<file path="src/rtl/lock_corruption_monitor_pkg.sv">
// Shared types and constants for the lock corruption monitor: FSM states,
// drain length and the popcount result width helper.
package lock_mon_pkg;

    typedef enum logic [1:0] {
        IDLE,
        RUN,
        DRAIN,
        DONE
    } state_e;

    localparam int unsigned DRAIN_CYCLES = 2;

    function automatic int unsigned pc_width(input int unsigned w);
        return $clog2(w + 1);
    endfunction

endpackage

</file>
<file path="src/rtl/lock_corruption_monitor_if.sv">
// Sample stream between a locked/golden result source and the monitor.
interface lock_corruption_monitor_if #(
    parameter int unsigned DATA_W = 33
);
    logic              valid_i;
    logic [DATA_W-1:0] locked_i;
    logic [DATA_W-1:0] golden_i;
    logic              ready_o;

    modport master (output valid_i, output locked_i, output golden_i, input ready_o);
    modport slave  (input valid_i, input locked_i, input golden_i, output ready_o);
endinterface

</file>
<file path="src/rtl/lock_popcount.sv">
// Combinational population count built as a binary adder tree over a
// power-of-two padded leaf set (heap indexing: node k sums nodes 2k and 2k+1).
module lock_popcount
    import lock_mon_pkg::*;
#(
    parameter  int unsigned DATA_W = 33,
    localparam int unsigned PC_W   = pc_width(DATA_W)
) (
    input  logic [DATA_W-1:0] data_i,
    output logic [PC_W-1:0]   count_o
);
    localparam int unsigned LEAVES = 1 << $clog2(DATA_W);

    logic [PC_W-1:0] node [1:2*LEAVES-1];

    for (genvar i = 0; i < LEAVES; i++) begin : g_leaf
        if (i < DATA_W) begin : g_bit
            assign node[LEAVES+i] = PC_W'(data_i[i]);
        end else begin : g_pad
            assign node[LEAVES+i] = '0;
        end
    end

    for (genvar k = 1; k < LEAVES; k++) begin : g_sum
        assign node[k] = node[2*k] + node[2*k+1];
    end

    assign count_o = node[1];

endmodule

</file>
<file path="src/rtl/lock_corruption_monitor.sv">
// Scores a locked netlist against golden results over a programmed number of
// samples: corrupted-sample count, total and worst-case Hamming distance.
module lock_corruption_monitor
    import lock_mon_pkg::*;
#(
    parameter  int unsigned DATA_W = 33,
    parameter  int unsigned CNT_W  = 32,
    parameter  int unsigned HD_W   = 40,
    localparam int unsigned PC_W   = pc_width(DATA_W)
) (
    input  logic                       clk,
    input  logic                       rst_n,
    input  logic                       start_i,
    input  logic [CNT_W-1:0]           sample_count_i,
    lock_corruption_monitor_if.slave   smp,
    output logic                       busy_o,
    output logic                       done_o,
    output logic [CNT_W-1:0]           err_samples_o,
    output logic [HD_W-1:0]            hd_sum_o,
    output logic [PC_W-1:0]            max_hd_o
);
    state_e            state_q, state_d;
    logic [CNT_W-1:0]  target_q, target_d;
    logic [CNT_W-1:0]  acc_q, acc_d;
    logic [CNT_W-1:0]  err_q, err_d;
    logic [HD_W-1:0]   hd_q, hd_d;
    logic [PC_W-1:0]   max_q, max_d;
    logic              s1_valid_q, s1_valid_d;
    logic [DATA_W-1:0] s1_diff_q, s1_diff_d;
    logic [1:0]        drain_q, drain_d;

    logic              accept;
    logic [PC_W-1:0]   pc;
    logic [HD_W:0]     hd_ext;
    logic [CNT_W:0]    err_ext;

    assign accept = smp.valid_i && (state_q == RUN);

    lock_popcount #(.DATA_W(DATA_W)) u_popcount (
        .data_i  (s1_diff_q),
        .count_o (pc)
    );

    always_comb begin
        state_d    = state_q;
        target_d   = target_q;
        acc_d      = acc_q;
        err_d      = err_q;
        hd_d       = hd_q;
        max_d      = max_q;
        drain_d    = drain_q;
        s1_valid_d = accept;
        s1_diff_d  = accept ? (smp.locked_i ^ smp.golden_i) : s1_diff_q;

        // One spare carry bit detects overflow so both counters stick at all-ones.
        hd_ext  = {1'b0, hd_q} + (HD_W+1)'(pc);
        err_ext = {1'b0, err_q} + (CNT_W+1)'(pc != '0);

        if (s1_valid_q) begin
            hd_d  = hd_ext[HD_W]   ? '1 : hd_ext[HD_W-1:0];
            err_d = err_ext[CNT_W] ? '1 : err_ext[CNT_W-1:0];
            if (pc > max_q) begin
                max_d = pc;
            end
        end

        case (state_q)
            IDLE: begin
                if (start_i) begin
                    target_d = sample_count_i;
                    acc_d    = '0;
                    err_d    = '0;
                    hd_d     = '0;
                    max_d    = '0;
                    state_d  = (sample_count_i == '0) ? DONE : RUN;
                end
            end
            RUN: begin
                if (accept) begin
                    acc_d = acc_q + CNT_W'(1);
                    if (acc_q == target_q - CNT_W'(1)) begin
                        state_d = DRAIN;
                        drain_d = '0;
                    end
                end
            end
            DRAIN: begin
                if (drain_q == 2'(DRAIN_CYCLES - 1)) begin
                    state_d = DONE;
                end else begin
                    drain_d = drain_q + 2'd1;
                end
            end
            DONE:    state_d = IDLE;
            default: state_d = IDLE;
        endcase
    end

    always_ff @(posedge clk or negedge rst_n) begin
        if (!rst_n) begin
            state_q    <= IDLE;
            target_q   <= '0;
            acc_q      <= '0;
            err_q      <= '0;
            hd_q       <= '0;
            max_q      <= '0;
            drain_q    <= '0;
            s1_valid_q <= 1'b0;
            s1_diff_q  <= '0;
        end else begin
            state_q    <= state_d;
            target_q   <= target_d;
            acc_q      <= acc_d;
            err_q      <= err_d;
            hd_q       <= hd_d;
            max_q      <= max_d;
            drain_q    <= drain_d;
            s1_valid_q <= s1_valid_d;
            s1_diff_q  <= s1_diff_d;
        end
    end

    assign smp.ready_o   = (state_q == RUN);
    assign busy_o        = (state_q != IDLE);
    assign done_o        = (state_q == DONE);
    assign err_samples_o = err_q;
    assign hd_sum_o      = hd_q;
    assign max_hd_o      = max_q;

endmodule
</file>
<file path="src/flat_wrapper.sv">
// flat-port wrapper written by rule: the top's interface ports become plain ports
module lock_corruption_monitor_flat import lock_mon_pkg::*;
#(
    parameter  int unsigned DATA_W = 33,
    parameter  int unsigned CNT_W  = 32,
    parameter  int unsigned HD_W   = 40,
    localparam int unsigned PC_W   = pc_width(DATA_W)
)
  (clk, rst_n, start_i, sample_count_i, busy_o, done_o, err_samples_o, hd_sum_o, max_hd_o, smp_valid_i, smp_locked_i, smp_golden_i, smp_ready_o);
  lock_corruption_monitor_if #(.DATA_W(DATA_W)) smp_i ();
  input  logic clk;
  input  logic rst_n;
  input  logic start_i;
  input  logic [CNT_W-1:0] sample_count_i;
  output logic busy_o;
  output logic done_o;
  output logic [CNT_W-1:0] err_samples_o;
  output logic [HD_W-1:0] hd_sum_o;
  output logic [PC_W-1:0] max_hd_o;
  input wire logic [$bits(smp_i.valid_i)-1:0] smp_valid_i;
  input wire logic [$bits(smp_i.locked_i)-1:0] smp_locked_i;
  input wire logic [$bits(smp_i.golden_i)-1:0] smp_golden_i;
  output wire logic [$bits(smp_i.ready_o)-1:0] smp_ready_o;
  assign smp_i.valid_i = smp_valid_i;
  assign smp_i.locked_i = smp_locked_i;
  assign smp_i.golden_i = smp_golden_i;
  assign smp_ready_o = smp_i.ready_o;
  lock_corruption_monitor #(.DATA_W(DATA_W), .CNT_W(CNT_W), .HD_W(HD_W)) u_core (.clk(clk), .rst_n(rst_n), .start_i(start_i), .sample_count_i(sample_count_i), .smp(smp_i), .busy_o(busy_o), .done_o(done_o), .err_samples_o(err_samples_o), .hd_sum_o(hd_sum_o), .max_hd_o(max_hd_o));
endmodule
</file>
<file path="config.mk">
export PLATFORM = sky130hd
export DESIGN_NAME = lock_corruption_monitor_flat
export DESIGN_NICKNAME = d
export VERILOG_FILES = /design/src/rtl/lock_corruption_monitor_pkg.sv /design/src/rtl/lock_corruption_monitor_if.sv /design/src/rtl/lock_popcount.sv /design/src/rtl/lock_corruption_monitor.sv /design/src/flat_wrapper.sv
export SDC_FILE = /design/constraint.sdc
export NUM_CORES = 1
export LEC_CHECK = 0
export ABC_AREA = 1
export BUFFER_PORTS_ARGS = -buffer_cell sky130_fd_sc_hd__buf_2
export CORE_ASPECT_RATIO = 0.75
export CORE_MARGIN = 2
export CORE_UTILIZATION = 55
export DETAILED_ROUTE_END_ITERATION = 6
export GPL_TIMING_DRIVEN = 0
export PLACE_DENSITY = 0.77
export SLEW_MARGIN = 15
export SYNTH_ARGS = -nofsm -noshare
export SYNTH_HDL_FRONTEND = slang
export SYNTH_SLANG_ARGS = --single-unit
</file>
<file path="constraint.sdc">
create_clock -name clk -period 8.4 [get_ports clk]
set_clock_uncertainty 0.05 [all_clocks]
set_input_delay 0.84 -clock clk [delete_from_list [all_inputs] [get_ports clk]]
set_output_delay 0.84 -clock clk [all_outputs]
set_load 0.02 [all_outputs]
</file>
==> results.md <==
* Status: complete, but fails checks
* Failing checks: design-rule violations
* YS warnings at 0
* Antenna viol nets, final at 0
* Minimum clock period at 7.220 ns
* Setup bufs post-CTS at 0
* Most common cell after layout, fill and taps aside: nand2_1
* Post-Route WL at around 32000 um
* H-tree levels at 4
* Longest Clk Path Bufs at 2
* DRC errors left at 3
* Drt first pass iters at 7
* WP buf/inv at 9
* Max-slew headroom at 0.4963
* Drt wl/cell at roughly 15 um
* Critical Path Max Stage Delay at roughly 0.55 ns
* Mapped Cells at 1601
* Ys flop type: dfrtp_1
* Synth top area share at 0.3684
* CTS tree: done
* CTS clk-pin slew, worst paths at 0.07 ns
* Vias in the first global route at ~11000
* Layout cells sized above 1 at 0.1552
* Fin crit share at 0.8595
* Design area at 14180 um^2
* RR Endpoint: u_core.err_samples_o[5]
* Max Freq at between 100 and 150 MHz
* Worst-Skew Late Latency at roughly 0.44 ns
* Nets at around 2000
* Layout overhead on the synthesized area at 15.97%
* Syn Std Cell Area at approximately 12000 um^2
* Final setup viols at 0
* Reg2reg path depth at 31
* Vias per inst at ~5.4
* Netlist cell types at 59
* Worst path required time at a little under 9 ns
* Full die area at approximately 23000 um^2
* IO Pins at 183
* Sequential fraction of the synthesis area at 0.3684
* DP Wirelength at 25020 um
* Global-route wire length before repair at ~52000 um
* Total gr overflow at 0
* Hold Buf Count CTS at 0
* Number of sinks on the clock net at 180
* Routed via count at roughly 11000
* Die height at between 100 and 150 um
* Row count at 47
* Delay-heaviest family, CP: adder cells
* Worst setup EP type: flop
* Register bit total from synthesis at 180
* CTS root buf: clkbuf_16
* Pins Over Slew Limit at 0
* Peak fanout along the critical path at 10
* RSZ-0062 raised after global routing: false
* Synth area leader: dfrtp_1
* Slowest cell on crit path: fa_1
* Final setup TNS at 0 ns
* Final Wtd Congestion at 0.9313
* Crit Path Category: flop to flop
* Total CTS buffers at 17
* Number of synthesized flops with an enable pin at 0
* CP most frequent cell: fa_1
* DR iter-0 viols at between 900 and 1000
* Die W at 176.2 um
* Reg2reg setup slack at approximately 1.2 ns
* I/O Buffers at between 150 and 200
* Hold Fails Final Rpt at 0
* Largest net degree at the start of global routing at 73
* Resize count post-CTS at 0
* Worst slew pin tran at about 0.76 ns
* Min-delay worst type: input pin to asynchronous set/reset pin
* Initial Utilization at 0.5575
* GRT Overall Usage at 0.2794
* Post-Syn Nets at roughly 1800
* Dpl cell area at 13570 um^2
* Async SR Flop Fraction at 1.000
* Core ar. at between 20000 and 25000 um^2
* Commonest non-fill, non-tap cells in the layout: nand2_1 (348), inv_1 (238), buf_2 (183)
* Initial antenna violation count at 0
* Maximum Capacitance Violations at 0
* Antenna cell count at 0
* Synth top area cells: dfrtp_1 (37%), nand2_1 (11%), inv_1 (7.3%), xnor2_1 (4.4%), fa_1 (4.4%)
* Worst EP arrival at between 7 and 8 ns
* Reg-to-reg startpoint: u_core.s1_diff_q[12]
* Avg Synthesized Cell Area at 7.638 um^2
* Startpoint Class: flop
==> cell usage after synthesis (2+ instances only) <==
cell	number
nand3_1	72
o21a_1	3
o21ai_0	107
o31ai_1	4
clkbuf_1	29
fa_1	27
buf_6	2
a21oi_1	83
or2_0	4
and2_1	2
nand2_4	2
inv_2	6
inv_1	238
nand2_2	10
o21ai_1	4
nor2_2	8
buf_2	2
nor3_1	35
xnor2_1	62
nand3_2	3
or2_2	6
nand3b_1	8
nand4_1	45
and3_1	3
a22oi_1	2
o211ai_1	6
nor2_4	9
dfrtp_1	180
nor3b_1	2
nand2_1	348
o21bai_1	4
nor3_2	3
buf_4	2
nand4_2	3
nor4_1	19
nor2_1	140
a211oi_1	3
a31oi_1	13
xor2_1	40
ha_1	43
==> layer usage <==
metal  vias up  global-route usage  routed length [um]
li1       5581                   -                   -
met1      5364              0.4210               14990
met2       471              0.4168               14060
met3        34             0.05308                2818
met4         0             0.06887                 423
met5         -                   0                   0
==> cells by family (layout without fill, tap and decap cells) <==
kind of cell               Yosys count  count (layout)  synth area share
xor gates and xnor gates           102             102           0.07306
AOI/OAI and AO/OA                  236             236            0.1045
and+or+nand+nor                    731             731            0.2772
adders and majority gates           70              70           0.08820
DFF                                180             180            0.3684
buffers and inverters              282             498           0.08871
==> layout make-up <==
class                   instances  area (um^2)
plain buffers                  36        160.2
multi-input cells            1139         6639
fillers                      1908         7754
inverters                     246        924.6
flip-flops and latches        180         4504
well taps                     294        367.9
repair buffers                184        975.9
clock buffers                  17        425.4
clock inverters                15        183.9
==> registers in the layout (all words and copies together), names as in the netlist <==
register	flops
u_core.hd_sum_o	40
u_core.s1_diff_q	33
u_core.acc_q	32
u_core.err_samples_o	32
u_core.target_q	32
u_core.max_hd_o	6
u_core.drain_q	2
u_core.state_q	2
u_core.s1_valid_q	1
==> per-stage QoR <==
step	setup slack, ns	hold WS (ns)	util	std cells
6_report	1.180	0.2501	0.6465	2111
3_5_place_dp	1.247	0.4172	0.6187	2079
2_1_floorplan	1.941	0.3919	-	1601
5_1_grt	0.7922	0.2766	0.6465	2111
3_3_place_gp	1.341	0.4094	0.6158	2077
4_1_cts	1.198	0.2557	0.6465	2111
==> worst max path at each step <==
| stage | from | to | slack [ns] | cells after the start |
|---|---|---|---|---|
| floorplan | u_core.s1_diff_q[12] | u_core.err_samples_o[26] | 1.94 | 30 |
| global placement | u_core.s1_diff_q[12] | u_core.err_samples_o[16] | 1.34 | 31 |
| detailed placement | u_core.s1_diff_q[12] | u_core.err_samples_o[28] | 1.25 | 33 |
| CTS | u_core.s1_diff_q[12] | u_core.err_samples_o[5] | 1.20 | 31 |
| global route | u_core.s1_diff_q[12] | u_core.err_samples_o[9] | 0.79 | 31 |
| finish | u_core.s1_diff_q[12] | u_core.err_samples_o[5] | 1.18 | 31 |
Power is left out: the tool's default activity adds up to more than one toggle a clock period on the data nets, which glitch-free logic cannot reach.
